### src/rtl/if_id_queue_pkg.sv
// Shared constants for the IF/ID instruction queue: pipeline control polarities,
// the zero word and the legal queue depth range.
package if_id_queue_pkg;

  localparam logic        STOP      = 1'b1;
  localparam logic        NO_STOP   = 1'b0;
  localparam logic        FLUSH_ON  = 1'b1;
  localparam logic [31:0] ZERO_WORD = 32'h0000_0000;

  // Index of the ID stage within the 6-bit pipeline stall vector.
  localparam int STALL_ID_BIT = 1;

  localparam int DEPTH_MIN = 2;
  localparam int DEPTH_MAX = 8;

  function automatic bit depth_legal(input int d);
    return (d >= DEPTH_MIN) && (d <= DEPTH_MAX) && ((d & (d - 1)) == 0);
  endfunction

endpackage

### src/rtl/if_id_fifo_mem.sv
// Circular entry storage for the IF/ID queue with read/write pointers and a count.
// Callers guarantee push is never requested while full unless a pop happens too.
module if_id_fifo_mem
  import if_id_queue_pkg::*;
#(
  parameter int DEPTH = 4,
  parameter int W     = 96,
  localparam int CNT_W = $clog2(DEPTH + 1),
  localparam int PTR_W = $clog2(DEPTH)
) (
  input  logic             clk,
  input  logic             rst,
  input  logic             i_flush,
  input  logic             i_push,
  input  logic             i_pop,
  input  logic [W-1:0]     i_wdata,
  output logic [W-1:0]     o_rdata,
  output logic [CNT_W-1:0] o_count
);

  logic [W-1:0]     r_mem [DEPTH];
  logic [PTR_W-1:0] r_wr_ptr;
  logic [PTR_W-1:0] r_rd_ptr;
  logic [CNT_W-1:0] r_count;

  function automatic logic [PTR_W-1:0] ptr_inc(input logic [PTR_W-1:0] p);
    return (p == PTR_W'(DEPTH - 1)) ? '0 : p + PTR_W'(1);
  endfunction

  // Storage carries no reset; only the pointers and count define what is live.
  always_ff @(posedge clk) begin
    if (i_push) r_mem[r_wr_ptr] <= i_wdata;
  end

  always_ff @(posedge clk or posedge rst) begin
    if (rst) begin
      r_wr_ptr <= '0;
      r_rd_ptr <= '0;
      r_count  <= '0;
    end else if (i_flush) begin
      r_wr_ptr <= '0;
      r_rd_ptr <= '0;
      r_count  <= '0;
    end else begin
      if (i_push) r_wr_ptr <= ptr_inc(r_wr_ptr);
      if (i_pop)  r_rd_ptr <= ptr_inc(r_rd_ptr);
      case ({i_push, i_pop})
        2'b10:   r_count <= r_count + CNT_W'(1);
        2'b01:   r_count <= r_count - CNT_W'(1);
        default: r_count <= r_count;
      endcase
    end
  end

  assign o_rdata = r_mem[r_rd_ptr];
  assign o_count = r_count;

endmodule

### src/rtl/if_id_queue.sv
// IF/ID decoupling queue: a small FIFO behind the ID output register, with
// empty-queue bypass, flush, delay-slot tagging and a sticky overflow flag.
module if_id_queue
  import if_id_queue_pkg::*;
#(
  parameter int DEPTH  = 4,
  parameter int ADDR_W = 32,
  parameter int INST_W = 32,
  parameter int EXC_W  = 32,
  localparam int CNT_W = $clog2(DEPTH + 1),
  localparam int ENT_W = ADDR_W + INST_W + EXC_W
) (
  input  logic              clk,
  input  logic              rst,
  input  logic              flush,
  input  logic [5:0]        stall,
  input  logic              if_valid,
  input  logic [ADDR_W-1:0] if_pc,
  input  logic [INST_W-1:0] if_inst,
  input  logic [EXC_W-1:0]  if_excepttype,
  output logic              if_ready,
  input  logic              id_next_in_delay_slot,
  output logic              id_valid,
  output logic [ADDR_W-1:0] id_pc,
  output logic [INST_W-1:0] id_inst,
  output logic [EXC_W-1:0]  id_excepttype,
  output logic              id_in_delay_slot,
  output logic [CNT_W-1:0]  occupancy,
  output logic              overflow
);

  logic              w_advance;
  logic              w_flush;
  logic              w_fifo_empty;
  logic              w_if_ready;
  logic              w_pop;
  logic              w_accept;
  logic              w_bypass;
  logic              w_enq;
  logic              w_deliver;
  logic              w_ovf_evt;
  logic [CNT_W-1:0]  w_count;
  logic [ENT_W-1:0]  w_head;
  logic [ENT_W-1:0]  w_in_entry;
  logic [ENT_W-1:0]  w_next_entry;
  logic              w_unused_stall;

  logic              r_valid;
  logic [ADDR_W-1:0] r_pc;
  logic [INST_W-1:0] r_inst;
  logic [EXC_W-1:0]  r_exc;
  logic              r_in_ds;
  logic              r_pending_ds;
  logic              r_overflow;

  assign w_unused_stall = ^{stall[5:STALL_ID_BIT+1], stall[STALL_ID_BIT-1:0]};

  assign w_advance    = (stall[STALL_ID_BIT] == NO_STOP);
  assign w_flush      = (flush == FLUSH_ON);
  assign w_fifo_empty = (w_count == '0);
  assign w_if_ready   = (w_count < CNT_W'(DEPTH));
  assign w_pop        = w_advance && !w_fifo_empty && !w_flush;
  // if_ready reports the pre-pop count; a full queue still takes an entry in a pop cycle.
  assign w_accept     = if_valid && !w_flush && (w_if_ready || w_pop);
  assign w_bypass     = w_accept && w_advance && w_fifo_empty;
  assign w_enq        = w_accept && !w_bypass;
  assign w_deliver    = w_advance && (!w_fifo_empty || w_accept);
  assign w_ovf_evt    = if_valid && !w_flush && !w_accept;

  assign w_in_entry   = {if_pc, if_inst, if_excepttype};
  assign w_next_entry = w_fifo_empty ? w_in_entry : w_head;

  if_id_fifo_mem #(
    .DEPTH (DEPTH),
    .W     (ENT_W)
  ) u_fifo (
    .clk     (clk),
    .rst     (rst),
    .i_flush (w_flush),
    .i_push  (w_enq),
    .i_pop   (w_pop),
    .i_wdata (w_in_entry),
    .o_rdata (w_head),
    .o_count (w_count)
  );

  always_ff @(posedge clk or posedge rst) begin
    if (rst) begin
      r_valid      <= 1'b0;
      r_pc         <= ADDR_W'(ZERO_WORD);
      r_inst       <= INST_W'(ZERO_WORD);
      r_exc        <= EXC_W'(ZERO_WORD);
      r_in_ds      <= 1'b0;
      r_pending_ds <= 1'b0;
    end else if (w_flush) begin
      r_valid      <= 1'b0;
      r_pc         <= ADDR_W'(ZERO_WORD);
      r_inst       <= INST_W'(ZERO_WORD);
      r_exc        <= EXC_W'(ZERO_WORD);
      r_in_ds      <= 1'b0;
      r_pending_ds <= 1'b0;
    end else if (w_advance && w_deliver) begin
      r_valid                <= 1'b1;
      {r_pc, r_inst, r_exc}  <= w_next_entry;
      r_in_ds                <= r_pending_ds | id_next_in_delay_slot;
      r_pending_ds           <= 1'b0;
    end else if (w_advance) begin
      // Bubble: the pending delay-slot mark waits for the next real instruction.
      r_valid      <= 1'b0;
      r_pc         <= ADDR_W'(ZERO_WORD);
      r_inst       <= INST_W'(ZERO_WORD);
      r_exc        <= EXC_W'(ZERO_WORD);
      r_in_ds      <= 1'b0;
      r_pending_ds <= r_pending_ds | id_next_in_delay_slot;
    end else begin
      r_pending_ds <= r_pending_ds | id_next_in_delay_slot;
    end
  end

  always_ff @(posedge clk or posedge rst) begin
    if (rst)            r_overflow <= 1'b0;
    else if (w_ovf_evt) r_overflow <= 1'b1;
  end

  assign if_ready         = w_if_ready;
  assign id_valid         = r_valid;
  assign id_pc            = r_pc;
  assign id_inst          = r_inst;
  assign id_excepttype    = r_exc;
  assign id_in_delay_slot = r_in_ds;
  assign occupancy        = w_count;
  assign overflow         = r_overflow;

endmodule
### config.mk
export PLATFORM = sky130hd
export DESIGN_NAME = if_id_queue
export DESIGN_NICKNAME = d
export VERILOG_FILES = /design/src/rtl/if_id_queue_pkg.sv /design/src/rtl/if_id_fifo_mem.sv /design/src/rtl/if_id_queue.sv
export SDC_FILE = /design/constraint.sdc
export NUM_CORES = 1
export LEC_CHECK = 0
export BUFFER_PORTS_ARGS = -buffer_cell sky130_fd_sc_hd__buf_2
export CAP_MARGIN = 25
export CORE_MARGIN = 2
export CORE_UTILIZATION = 60
export CTS_BUF_LIST = sky130_fd_sc_hd__clkbuf_8 sky130_fd_sc_hd__clkbuf_16
export CTS_CLUSTER_DIAMETER = 30
export DETAILED_ROUTE_END_ITERATION = 7
export PLACE_DENSITY = 0.92
export SLEW_MARGIN = 20
export SYNTH_ARGS = -nofsm -noshare
export SYNTH_HDL_FRONTEND = slang
export SYNTH_HIERARCHICAL = 1
export SYNTH_SLANG_ARGS = --single-unit
export TNS_END_PERCENT = 1
### constraint.sdc
create_clock -name clk -period 11.2 [get_ports clk]
set_input_delay 0 -clock clk [delete_from_list [all_inputs] [get_ports clk]]
set_output_delay 0 -clock clk [all_outputs]
set_load 0.01 [all_outputs]
# Yosys cells after proc, flatten, opt, wreduce, memory -nomap -nowiden
# Memory sizes are Yosys's and may differ from the RTL's.
# Index checks and enable logic that the tools add are counted.
totals:
  memories: 1
  reg_bits: 107
  mem_bits_rw: 384
  input_bits: 107
  wordCells: 68
  out_inout_bits: 103
mem_list:
  columns: ["memory", "depth", "word_bits", "read_ports", "rd_ports_with_merged_regs", "write_ports", "line_no", "text"]
  rows:
  - ["u_fifo.r_mem", 4, 96, 1, 0, 1, "if_id_fifo_mem.sv:21", "logic [W-1:0] r_mem [DEPTH];"]
op_classes:
  n_addsub: 4
  n_reduce_logical: 20
  muxes: 25
  order_cmp: 1
  bitwise: 2
  eq_ne: 5
ops:
  columns: ["operator", "count"]
  rows:
  - ["32-bit 2-to-1 mux", 7]
  - ["96-bit 2-to-1 mux", 1]
  - ["2-bit 2-to-1 mux", 6]
  - ["1-bit logical AND", 10]
  - ["1-bit 2-to-1 mux", 9]
  - ["2-bit == test, second input constant", 3]
  - ["3-bit one-hot mux with 2 select lines", 1]
  - ["2-bit by 1-bit adder with 2-bit output, second input constant", 2]
  - ["1-bit logical NOT", 4]
  - ["2-bit nonzero test", 2]
  - ["3-bit by 1-bit adder with 3-bit output, second input constant", 1]
  - ["3-bit logical NOT", 1]
  - ["3-bit less-than comparator, second input constant", 1]
  - ["3-bit 2-to-1 mux", 1]
  - ["3-bit by 2-bit != test with 1-bit output, second input constant", 1]
  - ["3-bit nonzero test", 1]
  - ["3-bit by 1-bit subtractor with 3-bit output, second input constant", 1]
  - ["2-bit by 1-bit == test with 1-bit output, second input constant", 1]
  - ["1-bit logical OR", 2]
  - ["1-bit inverter", 1]
  - ["1-bit OR", 1]

# Depth between registers and ports, before layout
logic_depth:
  word_depth: 13
  ltp_mapped: 11
  ltp_nobuf: 8

# Hierarchy
# The synthesis kept the hierarchy.
by_module_without_submodules:
  columns: ["module", "area_per_inst_um2", "seq_area_each_um2", "instances", "cells_per_inst"]
  rows:
  - ["if_id_fifo_mem", 14290.0, 11706.2, 1, 545]
  - ["if_id_queue", 5146.2, 2502.4, 1, 569]

# Worst setup path before layout
# Ideal clock, no wire load.
synth_path:
  path_type: "flip-flop to flip-flop"
  startpoint: "register u_fifo.r_count[0] (netlist: u_fifo/o_count[0])"
  endpoint: "memory u_fifo.r_mem[2][0], enable pin"
  path_slack_ps: 7105
  synth_period_minus_slack_ps: 4095
  required_ps: 10734
  t_arrival_ps: 3629
  path_stages_with_launch: 8
  path_buffers: 3
  path_cell_list: "dfrtp_1 -> or3_1 -> buf_2 -> buf_6 -> o21ai_0 -> nor3b_1 -> buf_2 -> and2_1"
synth_via:
  elab_chain_len: 12
  elab_cells_between_ends: 13
  cone_classes: "1 x order compare; 2 x mux; 10 x reduce/logical"
synth_rtl:
  columns: ["item", "line_no", "text"]
  rows:
  - ["from (decl)", "if_id_fifo_mem.sv:24", "logic [CNT_W-1:0] r_count;"]
  - ["from (signal assigned)", "if_id_fifo_mem.sv:48", "2'b10: r_count <= r_count + CNT_W'(1);"]
  - ["from (signal assigned)", "if_id_fifo_mem.sv:49", "2'b01: r_count <= r_count - CNT_W'(1);"]
  - ["from (signal assigned)", "if_id_fifo_mem.sv:50", "default: r_count <= r_count;"]
  - ["parallel branches: the longest is 9 deep, another holds 3-bit less-than comparator", null, null]
  - ["1-bit logical AND (*)", "if_id_queue.sv:66", "assign w_enq = w_accept && !w_bypass;"]
  - ["named net w_enq", "if_id_queue.sv:39", "logic w_enq;"]
  - ["1-bit 2-to-1 mux (*)", "if_id_fifo_mem.sv:32", "if (i_push) r_mem[r_wr_ptr] <= i_wdata;"]
  - ["1-bit 2-to-1 mux (implied by the code) (*)", "if_id_fifo_mem.sv:32", null]
  - ["to (decl)", "if_id_fifo_mem.sv:21", null]
# Mark *: on every way through the listed nets, which the timed path passes.

# Final worst setup path
layout_path:
  startpoint: "register u_fifo.r_count[2] (netlist: u_fifo/o_count[2])"
  endpoint: "memory u_fifo.r_mem[0][95], enable pin"
# Same word-level chain as after synthesis.

==> PnR_summary.wiki <==
{| class="wikitable"
! Metric !! Value
|-
| Total negative slack || 0 ns
|-
| Pwr Density || 207.0 nW/um^2
|-
| Number of endpoints with negative hold slack in the final report || 0
|-
| TritonCTS clock tree || done
|-
| Overall power || approximately 5.1 mW
|-
| Global-route wire length before repair || about 75,000 um
|-
| Length of routed met3 wiring || around 4700 um
|-
| Die boundary height || 184.0 um
|-
| Startpoint kind of the worst setup timing path || flop
|-
| Clock tree sinks || roughly 490
|-
| Area post-placement || approximately 21,000 sq um
|-
| Number of design-rule violations left by the first detailed-router iteration || about 1,400
|-
| Vias in the first global route || around 13,000
|-
| TritonCTS Buffers || a little over 80
|-
| Leakage Power || roughly 9.3 nW
|-
| CP Capture Type || flop
|-
| Maximum number of pins on one net before global-route repair || slightly above 90
|-
| Count of unique library cells instantiated by Yosys || 33
|-
| Startpoint of the worst register-to-register path || u_fifo/o_count[2]
|-
| Launch point of the critical path || u_fifo/o_count[2]
|-
| Met1 wire length || roughly 18,000 um
|-
| Average wire per cell in the routed design || ~26 um
|-
| Number of nets in the finished design || 1,548
|-
| Via-to-Cell Ratio || about 6.4
|-
| CP max stage cell || sky130_fd_sc_hd__buf_4
|-
| Multi-input gate area in the final layout || roughly 4800 sq um
|-
| Syn Nets || around 1,200
|-
| Worst path arrival time || between 3 and 4 ns
|-
| Syn. warnings || 6
|-
| H-tree depth || 3
|-
| Count of mapped cells out of synthesis || about 1,100
|-
| Buffers & Inverters on Critical Path || 2
|-
| Final core area utilization || approximately 77%
|-
| Total met2 wirelength after detailed routing || approximately 25,000 um
|-
| Reg clk slew, reported paths || roughly 0.050 ns
|-
| Antenna violation net count after detailed routing || 0
|-
| Share of synthesized area occupied by flip-flops and latches || between 70% and 80%
|-
| Last weighted congestion value of the routability-driven placer || 0.7411
|-
| Drt pass-1 iters || 5
|-
| Share of post-route cells with drive strength above 1 || between 30 and 40%
|-
| Tightest slew margin relative to the limit || 28.49%
|-
| Skew-Pair Late Insertion Delay || about 0.59 ns
|-
| Final wirelength || between 40,000 and 50,000 um
|-
| Clock Skews || approximately 0.017 ns
|-
| Post-route fraction of the period consumed by the critical path || ~33%
|-
| Area taken by flip-flops and latches || approximately 14,000 sq um
|-
| Worst slack after detailed placement || ~7.4 ns
|-
| Crit-path cells || or3_4, o21ai_0, nor3b_1, buf_4, and2_4, buf_4
|-
| Number of antenna violations at the first check in global routing || 2
|-
| Flip-flop and latch count after synthesis || a little under 500
|-
| Worst-margin pin slew || ~1.1 ns
|-
| Total Routing Usage GR || 29.93%
|-
| # Max-Cap Violations || 0
|-
| Number of I/O port buffers || 204
|-
| Final-layout fill cell count || 1,652
|-
| Relative area change from synthesis to final layout || 26.13%
|-
| Setup repair after global routing missed its margin || false
|-
| DR top layer || met4
|-
| Maximum vdd drop || ~0.15 mV
|-
| Vias || ~12,000
|-
| Post-layout min period || around 3.7 ns
|-
| Quantity of gates resized following cts || 0
|-
| Post-synth EDFFs || between 300 and 400
|-
| Count of pins over their slew limit || 0
|-
| # rows || 65
|-
| Most frequent CP cell || sky130_fd_sc_hd__buf_4
|-
| Overall die width || 184.0 um
|-
| Crit-path max cell delay || between 0.7 and 0.8 ns
|-
| DRC errors left || 0
|-
| CORE AREA || approximately 32,000 sq um
|-
| Min-delay worst type || input pin to async pin
|-
| Area of all placed cells without fillers || 24,510 sq um
|-
| GRT overflow || 0
|-
| Root buffer cell || sky130_fd_sc_hd__clkbuf_16
|-
| Detailed Place HPWL || roughly 24,000 um
|-
| Endpoint required time on the critical path || approximately 11 ns
|-
| Result of the run || finished clean
|-
| Initial Utilization || roughly three fifths
|-
| Mapped Area || roughly 20,000 sq um
|-
| Die Footprint || 33,850 sq um
|-
| Kind of critical path || flop to flop
|-
| Setup Fix Bufs, Post-CTS || 0
|-
| Max clock buf depth || 3
|-
| Number of hold buffers added after CTS || ~100
|-
| Setup WS post-layout || 7.475 ns
|-
| Mean instance size in the synthesized netlist || approximately 17 sq um
|-
| Predominant post-synthesis flop cell || sky130_fd_sc_hd__edfxtp_1
|-
| Max Clk Rate || between 0.2 and 0.3 GHz
|-
| CP top delay family || simple AND/OR/NAND/NOR gates
|-
| Count of boundary I/O pins || between 200 and 250
|-
| Asr flop ratio synth || 21.79%
|-
| Setup Viol. Count Final || 0
|-
| Peak fanout along the critical path || ~50
|}
[per-layer routing]
| metal | vias up | GRT usage (%) |
|---|---|---|
| met5 | - | 0 |
| met2 | 853 | 49.45 |
| met3 | 114 | 5.923 |
| li1 | 5071 | - |
| met4 | 0 | 13.73 |
| met1 | 6221 | 38.98 |
[cell usage after synthesis (2+ instances only)]
cell	n	area [sq um]
sky130_fd_sc_hd__inv_1	5	18.77
sky130_fd_sc_hd__buf_4	7	52.55
sky130_fd_sc_hd__nand4_1	96	600.6
sky130_fd_sc_hd__edfxtp_1	384	11530
sky130_fd_sc_hd__nor3b_1	3	22.52
sky130_fd_sc_hd__nand2_1	99	371.6
sky130_fd_sc_hd__mux2i_1	5	50.05
sky130_fd_sc_hd__buf_1	8	30.03
sky130_fd_sc_hd__o21ai_0	3	15.01
sky130_fd_sc_hd__buf_6	6	67.56
sky130_fd_sc_hd__nand3_2	60	600.6
sky130_fd_sc_hd__nor2_1	12	45.04
sky130_fd_sc_hd__ha_1	5	62.56
sky130_fd_sc_hd__and2_1	4	25.02
sky130_fd_sc_hd__mux4_2	96	2162
sky130_fd_sc_hd__clkbuf_1	35	131.4
sky130_fd_sc_hd__buf_2	30	150.1
sky130_fd_sc_hd__nor2b_1	3	18.77
sky130_fd_sc_hd__nor3_1	2	10.01
sky130_fd_sc_hd__nand3_1	132	660.6
sky130_fd_sc_hd__dfrtp_1	107	2678
[registers in the layout, indices dropped and copies added, names as in the netlist]
signal	count
u_fifo/r_mem	384
id_excepttype	32
id_inst	32
id_pc	32
u_fifo/o_count	3
u_fifo/r_rd_ptr	2
u_fifo/r_wr_ptr	2
id_in_delay_slot	1
id_valid	1
overflow	1
r_pending_ds	1
[final timing paths]
| kind | end | slack [ns] | cells after the start |
|---|---|---|---|
| worst max-delay path | u_fifo/r_mem[0][95] | 7.47 | 6 |
| worst min-delay path | id_pc[27] | 0.15 | 3 |
| worst max register to register | u_fifo/r_mem[0][95] | 7.47 | 6 |
| worst min register to register | overflow | 0.46 | 1 |
| max in group asynchronous | id_excepttype[10] | 9.77 | 4 |
| min in group clk | u_fifo/r_mem[0][4] | 0.19 | 2 |
[cells by family after synthesis]
group | count (synthesis) | share of synthesized area [%]
muxes | 101 | 11.38
xor gates and xnor gates | 2 | 0.09014
and+or+nand+nor | 416 | 12.34
DFF | 491 | 73.10
adders and majority gates | 6 | 0.4249
AOI/OAI and AO/OA | 5 | 0.1609
buffers and inverters | 93 | 2.498
[final cells by class]
class | instances | area share [%]
sequential | 491 | 57.99
antenna | 2 | 0.02042
timing repair buffer | 326 | 9.146
inverter | 5 | 0.08677
tap | 402 | 2.052
clock buffer | 83 | 8.472
multi-input combinational | 530 | 19.47
clock inverter | 67 | 2.766
[cell usage in the layout, fill, tap and decap left out, types with 2 or more instances in the layout]
| master | count |
|---|---|
| sky130_fd_sc_hd__nor3_1 | 2 |
| sky130_fd_sc_hd__buf_12 | 2 |
| sky130_fd_sc_hd__nor3b_1 | 3 |
| sky130_fd_sc_hd__diode_2 | 2 |
| sky130_fd_sc_hd__nand3_1 | 132 |
| sky130_fd_sc_hd__inv_6 | 17 |
| sky130_fd_sc_hd__nand2_1 | 99 |
| sky130_fd_sc_hd__nand3_2 | 60 |
| sky130_fd_sc_hd__inv_8 | 2 |
| sky130_fd_sc_hd__buf_4 | 17 |
| sky130_fd_sc_hd__mux2i_1 | 5 |
| sky130_fd_sc_hd__bufinv_16 | 7 |
| sky130_fd_sc_hd__nor2b_1 | 2 |
| sky130_fd_sc_hd__inv_1 | 11 |
| sky130_fd_sc_hd__clkinv_2 | 8 |
| sky130_fd_sc_hd__mux4_2 | 96 |
| sky130_fd_sc_hd__clkinv_4 | 10 |
| sky130_fd_sc_hd__dlygate4sd3_1 | 103 |
| sky130_fd_sc_hd__dfrtp_1 | 105 |
| sky130_fd_sc_hd__clkinv_8 | 3 |
| sky130_fd_sc_hd__nand4_1 | 96 |
| sky130_fd_sc_hd__nor2_1 | 11 |
| sky130_fd_sc_hd__edfxtp_1 | 384 |
| sky130_fd_sc_hd__dfrtp_4 | 2 |
| sky130_fd_sc_hd__buf_2 | 203 |
| sky130_fd_sc_hd__clkinvlp_4 | 12 |
| sky130_fd_sc_hd__and2_4 | 4 |
| sky130_fd_sc_hd__clkbuf_16 | 83 |
| sky130_fd_sc_hd__ha_1 | 5 |
| sky130_fd_sc_hd__o21ai_0 | 3 |
[power breakdown]
part           switching (mW)  internal, mW
Sequential             0.0496          2.05
Clock                   0.939          1.55
Combinational           0.311         0.178
Total                    1.30          3.78
[worst min-delay path: cells and delay by family]
family                 cells  cell delay [ns]
buffers and inverters      3             1.23
[per-stage QoR]
| step | instances | hold slack, ns |
|---|---|---|
| floorplan | 1114 | -0.1966 |
| global placement | 1648 | 0.02600 |
| detailed placement | 1648 | 0.03109 |
| CTS | 1901 | 0.1366 |
| global route | 1906 | 0.1891 |
| finish | 1906 | 0.1528 |
Power figures use the tool's default switching activity.
